<file path="src/rtl/hwpe_stream_sink_sched_pkg.sv">
// Types shared by the sink job scheduler: sink control/flag structs, job descriptor, FSM states.
// job_to_ctrl() expands a descriptor into a full address-generator control word.
package hwpe_stream_sink_sched_pkg;

  localparam int SINK_TRANS_CNT = 16;

  typedef struct packed {
    logic [31:0]               base_addr;
    logic [SINK_TRANS_CNT-1:0] trans_size;
    logic [15:0]               line_stride;
    logic [15:0]               line_length;
    logic [15:0]               feat_stride;
    logic [15:0]               feat_length;
    logic [15:0]               feat_roll;
    logic                      loop_outer;
    logic                      realign_type;
  } addressgen_ctrl_t;

  typedef struct packed {
    logic             req_start;
    addressgen_ctrl_t addressgen_ctrl;
  } ctrl_sourcesink_t;

  typedef struct packed {
    logic ready_start;
    logic done;
  } flags_sourcesink_t;

  typedef struct packed {
    logic [31:0]               base_addr;
    logic [SINK_TRANS_CNT-1:0] trans_size;
    logic [15:0]               line_stride;
    logic [15:0]               line_length;
  } sink_job_t;

  typedef enum logic [1:0] {SCHED_IDLE, SCHED_START, SCHED_WAIT} sched_state_t;

  // Jobs are single-feature 2D transfers: one feature of length 1, no outer loop.
  function automatic addressgen_ctrl_t job_to_ctrl(input sink_job_t j);
    addressgen_ctrl_t c;
    c             = '0;
    c.base_addr   = j.base_addr;
    c.trans_size  = j.trans_size;
    c.line_stride = j.line_stride;
    c.line_length = j.line_length;
    c.feat_length = 16'd1;
    return c;
  endfunction

endpackage

</file>
<file path="src/rtl/hwpe_stream_sink_job_fifo.sv">
// Flip-flop FIFO of {id, descriptor} entries; pop data is the combinational head entry.
// One-cycle push-to-pop latency; a push while full is dropped, so the writer must gate on full.
module hwpe_stream_sink_job_fifo #(
  parameter int DEPTH = 4,
  parameter int DW    = 8
) (
  input  logic          clk_i,
  input  logic          rst_i,
  input  logic          clear_i,
  input  logic          push,
  input  logic [DW-1:0] push_data,
  input  logic          pop,
  output logic [DW-1:0] pop_data,
  output logic          full,
  output logic          empty
);

  localparam int AW = $clog2(DEPTH);

  logic [DW-1:0] mem [DEPTH];
  logic [AW:0]   wr_ptr;
  logic [AW:0]   rd_ptr;

  // Extra wrap bit distinguishes full from empty when the indices coincide.
  assign empty    = (wr_ptr == rd_ptr);
  assign full     = (wr_ptr[AW] != rd_ptr[AW]) && (wr_ptr[AW-1:0] == rd_ptr[AW-1:0]);
  assign pop_data = mem[rd_ptr[AW-1:0]];

  always_ff @(posedge clk_i or posedge rst_i) begin
    if (rst_i) begin
      wr_ptr <= '0;
      rd_ptr <= '0;
    end else if (clear_i) begin
      wr_ptr <= '0;
      rd_ptr <= '0;
    end else begin
      if (push && !full) wr_ptr <= wr_ptr + 1'b1;
      if (pop && !empty) rd_ptr <= rd_ptr + 1'b1;
    end
  end

  always_ff @(posedge clk_i) begin
    if (push && !full) mem[wr_ptr[AW-1:0]] <= push_data;
  end

endmodule

</file>
<file path="src/rtl/hwpe_stream_sink_sched.sv">
// Round-robin job scheduler sharing one hwpe_stream_sink among NB_REQ requesters; accept->req_start 2 cycles.
// Requesters are back-pressured while the job FIFO is full; the sink shares clear_i and rst_i with this block.
// HWPE_SINK_SCHED_PERF_EN adds a saturating per-job cycle counter on cycles_o.
module hwpe_stream_sink_sched
  import hwpe_stream_sink_sched_pkg::*;
#(
  parameter int NB_REQ         = 2,
  parameter int JOB_FIFO_DEPTH = 4,
  parameter int TRANS_CNT      = SINK_TRANS_CNT,
  parameter int ID_W           = $clog2(NB_REQ)
) (
  input  logic              clk_i,
  input  logic              rst_i,
  input  logic              clear_i,
  input  logic [NB_REQ-1:0] job_valid_i,
  output logic [NB_REQ-1:0] job_ready_o,
  input  sink_job_t         job_i [NB_REQ],
  output ctrl_sourcesink_t  ctrl_o,
  input  flags_sourcesink_t flags_i,
  output logic              done_o,
  output logic [ID_W-1:0]   done_id_o,
  output logic              err_o,
  output logic              busy_o,
  output logic [31:0]       cycles_o
);

  typedef struct packed {
    logic [ID_W-1:0] id;
    sink_job_t       job;
  } entry_t;

  entry_t           push_ent, pop_ent;
  logic             fifo_full, fifo_empty, push, pop, pop_zero;
  logic [ID_W-1:0]  rr_ptr, gnt_idx;
  logic             gnt_any;
  sched_state_t     state;
  addressgen_ctrl_t ag_q;
  logic [ID_W-1:0]  cur_id, done_id_q;
  logic             done_q, err_q;

  function automatic logic [ID_W-1:0] rr_idx(input logic [ID_W-1:0] base, input int off);
    int s;
    s = int'(base) + off;
    if (s >= NB_REQ) s = s - NB_REQ;
    return ID_W'(s);
  endfunction

  always_comb begin
    gnt_any     = 1'b0;
    gnt_idx     = rr_ptr;
    job_ready_o = '0;
    for (int k = 0; k < NB_REQ; k++) begin
      if (!gnt_any && job_valid_i[rr_idx(rr_ptr, k)]) begin
        gnt_any = 1'b1;
        gnt_idx = rr_idx(rr_ptr, k);
      end
    end
    if (gnt_any && !fifo_full) job_ready_o[gnt_idx] = 1'b1;
  end

  assign push         = gnt_any && !fifo_full;
  assign push_ent.id  = gnt_idx;
  assign push_ent.job = job_i[gnt_idx];
  assign pop          = (state == SCHED_IDLE) && !fifo_empty;
  assign pop_zero     = (pop_ent.job.trans_size == TRANS_CNT'(0));

  always_ff @(posedge clk_i or posedge rst_i) begin
    if (rst_i)        rr_ptr <= '0;
    else if (clear_i) rr_ptr <= '0;
    else if (push)    rr_ptr <= rr_idx(gnt_idx, 1);
  end

  hwpe_stream_sink_job_fifo #(
    .DEPTH (JOB_FIFO_DEPTH),
    .DW    ($bits(entry_t))
  ) i_job_fifo (
    .clk_i     (clk_i),
    .rst_i     (rst_i),
    .clear_i   (clear_i),
    .push      (push),
    .push_data (push_ent),
    .pop       (pop),
    .pop_data  (pop_ent),
    .full      (fifo_full),
    .empty     (fifo_empty)
  );

  always_ff @(posedge clk_i or posedge rst_i) begin
    if (rst_i) begin
      state     <= SCHED_IDLE;
      ag_q      <= '0;
      cur_id    <= '0;
      done_q    <= 1'b0;
      err_q     <= 1'b0;
      done_id_q <= '0;
    end else if (clear_i) begin
      state     <= SCHED_IDLE;
      ag_q      <= '0;
      cur_id    <= '0;
      done_q    <= 1'b0;
      err_q     <= 1'b0;
      done_id_q <= '0;
    end else begin
      done_q <= 1'b0;
      err_q  <= 1'b0;
      unique case (state)
        SCHED_IDLE: begin
          if (pop) begin
            ag_q   <= job_to_ctrl(pop_ent.job);
            cur_id <= pop_ent.id;
            // Zero-length jobs never reach the sink: reject them straight from IDLE.
            if (pop_zero) begin
              done_q    <= 1'b1;
              err_q     <= 1'b1;
              done_id_q <= pop_ent.id;
            end else begin
              state <= SCHED_START;
            end
          end
        end
        SCHED_START: if (flags_i.ready_start) state <= SCHED_WAIT;
        SCHED_WAIT: begin
          if (flags_i.done) begin
            done_q    <= 1'b1;
            done_id_q <= cur_id;
            state     <= SCHED_IDLE;
          end
        end
        default: state <= SCHED_IDLE;
      endcase
    end
  end

  always_comb begin
    ctrl_o                 = '0;
    ctrl_o.req_start       = (state == SCHED_START);
    ctrl_o.addressgen_ctrl = ag_q;
  end

  assign done_o    = done_q;
  assign err_o     = err_q;
  assign done_id_o = done_id_q;
  assign busy_o    = !fifo_empty || (state != SCHED_IDLE);

`ifdef HWPE_SINK_SCHED_PERF_EN
  logic [31:0] cnt_q, cycles_q;

  // cycles_o counts the completing cycle too, so it equals the cycles spent in START plus WAIT.
  always_ff @(posedge clk_i or posedge rst_i) begin
    if (rst_i) begin
      cnt_q    <= '0;
      cycles_q <= '0;
    end else if (clear_i) begin
      cnt_q    <= '0;
      cycles_q <= '0;
    end else begin
      if (pop && !pop_zero)
        cnt_q <= '0;
      else if (state != SCHED_IDLE && cnt_q != 32'hFFFF_FFFF)
        cnt_q <= cnt_q + 32'd1;
      if (state == SCHED_WAIT && flags_i.done)
        cycles_q <= (cnt_q == 32'hFFFF_FFFF) ? cnt_q : cnt_q + 32'd1;
      else if (pop && pop_zero)
        cycles_q <= '0;
    end
  end

  assign cycles_o = cycles_q;
`else
  assign cycles_o = '0;
`endif

endmodule

</file>
<file path="config.mk">
export PLATFORM = sky130hd
export DESIGN_NAME = hwpe_stream_sink_sched
export DESIGN_NICKNAME = d
export VERILOG_FILES = /design/src/rtl/hwpe_stream_sink_sched_pkg.sv /design/src/rtl/hwpe_stream_sink_job_fifo.sv /design/src/rtl/hwpe_stream_sink_sched.sv
export SDC_FILE = /design/constraint.sdc
export NUM_CORES = 1
export LEC_CHECK = 0
export CAP_MARGIN = 5
export CORE_ASPECT_RATIO = 1.75
export CORE_MARGIN = 2
export CORE_UTILIZATION = 30
export CTS_CLUSTER_DIAMETER = 50
export DETAILED_ROUTE_END_ITERATION = 6
export PLACE_DENSITY = 0.49
export SETUP_SLACK_MARGIN = 0.05
export SYNTH_ARGS = -nofsm -noshare
export SYNTH_HDL_FRONTEND = slang
export SYNTH_HIERARCHICAL = 1
export SYNTH_SLANG_ARGS = --single-unit
</file>
<file path="constraint.sdc">
create_clock -name clk_i -period 15.09 [get_ports clk_i]
set_clock_uncertainty 0.05 [all_clocks]
set_input_delay 3.018 -clock clk_i [delete_from_list [all_inputs] [get_ports clk_i]]
set_output_delay 3.018 -clock clk_i [all_outputs]
set_load 0.02 [all_outputs]
</file>
==> tab_implementation.tex <==
\begin{tabular}{lr}
\hline
Metric & Value \\
\hline
\multicolumn{2}{l}{\textbf{Power and ir drop}} \\
P\_leak & 7.87 nW \\
Sum of internal, switching and leakage power & 4.18 mW \\
Peak supply drop & 0.0913 mV \\
Power per cell area & 189 nW/um\^{}2 \\
\multicolumn{2}{l}{\textbf{Routing}} \\
First-pass DRT Iterations & 5 \\
Post-detailed-route wirelength per cell & 20.3 um \\
Vias per cell & 4.49 \\
Antenna violation net count after detailed routing & 0 \\
Detailed-route wire length & 43.0 mm \\
\# DRC & 0 \\
Number of vias after detailed routing & 9527 \\
Drt initial violations & 561 \\
\multicolumn{2}{l}{\textbf{Setup path}} \\
Data arrival time of the critical path & 5.18 ns \\
Worst Path Required & 12.02 ns \\
Reg2reg end & i\_job\_fifo/mem[0][69] \\
R2R depth & 8 \\
Slack of the worst reg-to-reg path & 11.04 ns \\
Maximum fanout encountered on the critical timing path & 48 \\
Startpoint of the worst register-to-register path & i\_job\_fifo/rd\_ptr[1] \\
Crit path capture type & output port \\
Startpoint Class & input pin \\
Crit path kind & input pin to output port \\
\multicolumn{2}{l}{\textbf{STA}} \\
\# setup viols final & 0 \\
Post-route clock period utilization & 54.7\% \\
Worst max-slew margin expressed relative to the limit & 34.3\% \\
Final Slew Violations & 0 \\
Actual transition at the worst max-transition pin & 0.985 ns \\
Highest clock rate & 121 MHz \\
Setup repair after global routing missed its margin & false \\
Final Hold Violating Endpoints & 0 \\
Period minus WS final & 8.25 ns \\
Setup slack after layout & 6.84 ns \\
Setup TNS after final layout & 0 ns \\
\multicolumn{2}{l}{\textbf{Clocking}} \\
CTS buffer count & 43 \\
Clock transition time at the flip-flop clock pins of the worst setup and hold paths & 0.06 ns \\
Post-CTS Repair Setup Buffers & 0 \\
Cell at the root of the clock tree & clkbuf\_16 \\
Total clock sinks & 418 \\
Hold bufs inserted after CTS & 0 \\
Post\_cts resized & 0 \\
H-tree depth & 2 \\
CTS tree & yes \\
Clock insertion delay at the later pin of the skew report & 0.55 ns \\
Buffers from clock root to sink, at most & 3 \\
\multicolumn{2}{l}{\textbf{Global routing}} \\
Global-route wire length before repair & 64.6 mm \\
Global routing usage summed across all routing layers & 14.1\% \\
Remaining Overflow, GRT & 0 \\
Number of antenna violations at the first check in global routing & 1 \\
Pin count of the biggest net entering global routing & 69 \\
Via count of the first global-routing pass & 10300 \\
\multicolumn{2}{l}{\textbf{Floorplan}} \\
Die height & 326 um \\
Initial cell density of the core & 30.1\% \\
Die width & 188 um \\
Placement row count & 118 \\
CORE AREA & 58900 sq um \\
DIE AREA & 61200 sq um \\
Count of boundary I/O pins & 336 \\
\multicolumn{2}{l}{\textbf{Layout}} \\
Antenna fix cells & 0 \\
Seq. cell area & 12100 sq um \\
Post-route core utilization & 37.5\% \\
Footprint of the multi-input gates & 4920 sq um \\
Most frequent cells in the layout & 324 x edfxtp\_1, 253 x clkdlybuf4s50\_1, 168 x nand2\_1 \\
Layout cells sized above 1 & 19.5\% \\
Final-layout fill cell count & 5485 \\
P\&R area growth vs syn & 24.7\% \\
Fin nets & 1478 \\
Commonest non-fill, non-tap cell in the layout & edfxtp\_1 \\
\multicolumn{2}{l}{\textbf{Synth}} \\
Cell types with the largest area share after synthesis & edfxtp\_1 55\%, dfrtp\_1 13\%, mux4\_2 10\% \\
YS warnings & 6 \\
Number of distinct standard cells referenced by the synthesized netlist & 46 \\
Netlist Area Pre-Place & 17700 sq um \\
Area share of the leading cell type in the synthesized netlist & 54.8\% \\
Cell accounting for the most synthesized area & edfxtp\_1 \\
Sequential area share after synthesis & 68.1\% \\
Primary flip-flop cell chosen by synthesis mapping & edfxtp\_1 \\
Syn\_area\_per\_cell & 16.8 sq um \\
Flop and latch count out of synthesis & 418 \\
Share of flip-flops with an asynchronous set or reset & 22.5\% \\
Number of enable flip-flop cells after synthesis & 324 \\
Cell count after synthesis & 1054 \\
\multicolumn{2}{l}{\textbf{Outcome}} \\
Status & completed \\
\multicolumn{2}{l}{\textbf{Worst hold path}} \\
Hold-critical path endpoint & ctrl\_o[18] \\
Min-Delay Path Class & flip-flop to flip-flop \\
Critical hold path startpoint & ctrl\_o[18] \\
WHS Path Cells & 2 \\
\multicolumn{2}{l}{\textbf{Placed design}} \\
Final Wtd Congestion & 0.704 \\
Final HPWL from detailed placement & 27.0 mm \\
PortBufs & 254 \\
Place WS & 6.73 ns \\
\multicolumn{2}{l}{\textbf{Flow run}} \\
Max-cap check violation count & 0 \\
\hline
\end{tabular}
flip-flops by register name (all words and copies together) (netlist names):
| signal | flops |
|---|---|
| state | 2 |
| rr_ptr | 1 |
| done_o | 1 |
| done_id_o | 1 |
| ctrl_o | 81 |
| cur_id | 1 |
| i_job_fifo/rd_ptr | 3 |
| i_job_fifo/mem | 324 |
| i_job_fifo/wr_ptr | 3 |
| err_o | 1 |
cell type report:
class | count | area share (%)
inverters | 8 | 0.158
well taps | 780 | 4.41
flip-flops and latches | 418 | 54.7
clock inverters | 28 | 1.36
repair buffers | 267 | 11.9
multi-input cells | 568 | 22.2
clock buffers | 52 | 5.25
cell usage after synthesis, types with 2 or more instances:
master / number
o211ai_1: 2
a211o_1: 3
and2_1: 4
a21oi_1: 82
nor4_1: 6
nand2b_1: 3
dfrtp_1: 94
buf_2: 18
nor2b_1: 3
clkbuf_1: 15
nor3b_1: 2
edfxtp_1: 324
buf_6: 12
a31oi_1: 3
mux2_2: 10
buf_4: 89
mux4_2: 81
nand2_1: 168
xnor2_1: 2
o21ai_0: 2
o2bb2ai_1: 2
nor2_1: 12
buf_8: 5
xor2_1: 2
mux2_4: 71
nand4_1: 3
a41oi_1: 2
nor3_1: 4
ha_1: 5
a21oi_2: 2
inv_1: 7
nand3_1: 2
where the power goes:
part	internal (mW)	switching, mW	leakage [nW]
clock	0.640	0.456	0.711
sequential	1.62	0.115	4.26
combinational	0.527	0.815	2.90
worst max path at each step:
stage | slack, ns | from | to | cells after the start
floorplan | 6.90 | job_valid_i[0] | i_job_fifo/mem[3][0] | 4
global placement | 6.74 | job_valid_i[1] | job_ready_o[1] | 4
detailed placement | 6.73 | job_valid_i[1] | job_ready_o[1] | 4
CTS | 6.73 | job_valid_i[1] | job_ready_o[1] | 4
global route | 6.69 | job_valid_i[1] | job_ready_o[1] | 4
finish | 6.84 | job_valid_i[1] | job_ready_o[1] | 4
layer usage:
| metal | GRT usage (%) | routed length, um | vias up |
|---|---|---|---|
| li1 | - | - | 4297 |
| met1 | 15.9 | 16500 | 4848 |
| met2 | 26.9 | 23400 | 330 |
| met3 | 2.11 | 1980 | 50 |
| met4 | 4.52 | 1100 | 2 |
| met5 | 0 | 12 | - |
stage by stage:
stage | hold slack, ns | instance area [sq um] | std cells
after floorplan | 0.451 | 18000 | 1134
after global placement | 0.450 | 20700 | 2041
after detailed placement | 0.439 | 20700 | 2041
after CTS | 0.453 | 22100 | 2121
after global routing | 0.479 | 22100 | 2121
final | 0.450 | 22100 | 2121
critical path, cell delays in order:
cell,delay [ns]
clkdlybuf4s50_1,0.50
maj3_4,0.81
and2_1,0.25
clkdlybuf4s50_1,0.60
cell families after synthesis:
group	Yosys count	share of synthesized area (%)
XOR/XNOR	6	0.381
adder cells (fa/ha/maj)	6	0.416
flip-flops	418	68.1
multiplexers	163	17.0
buffers and inverters	148	6.06
other	1	0.0211
AO/OA/AOI/OAI	102	3.22
AND/OR/NAND/NOR	210	4.84
Note: power is estimated with default switching activity, not from simulation.
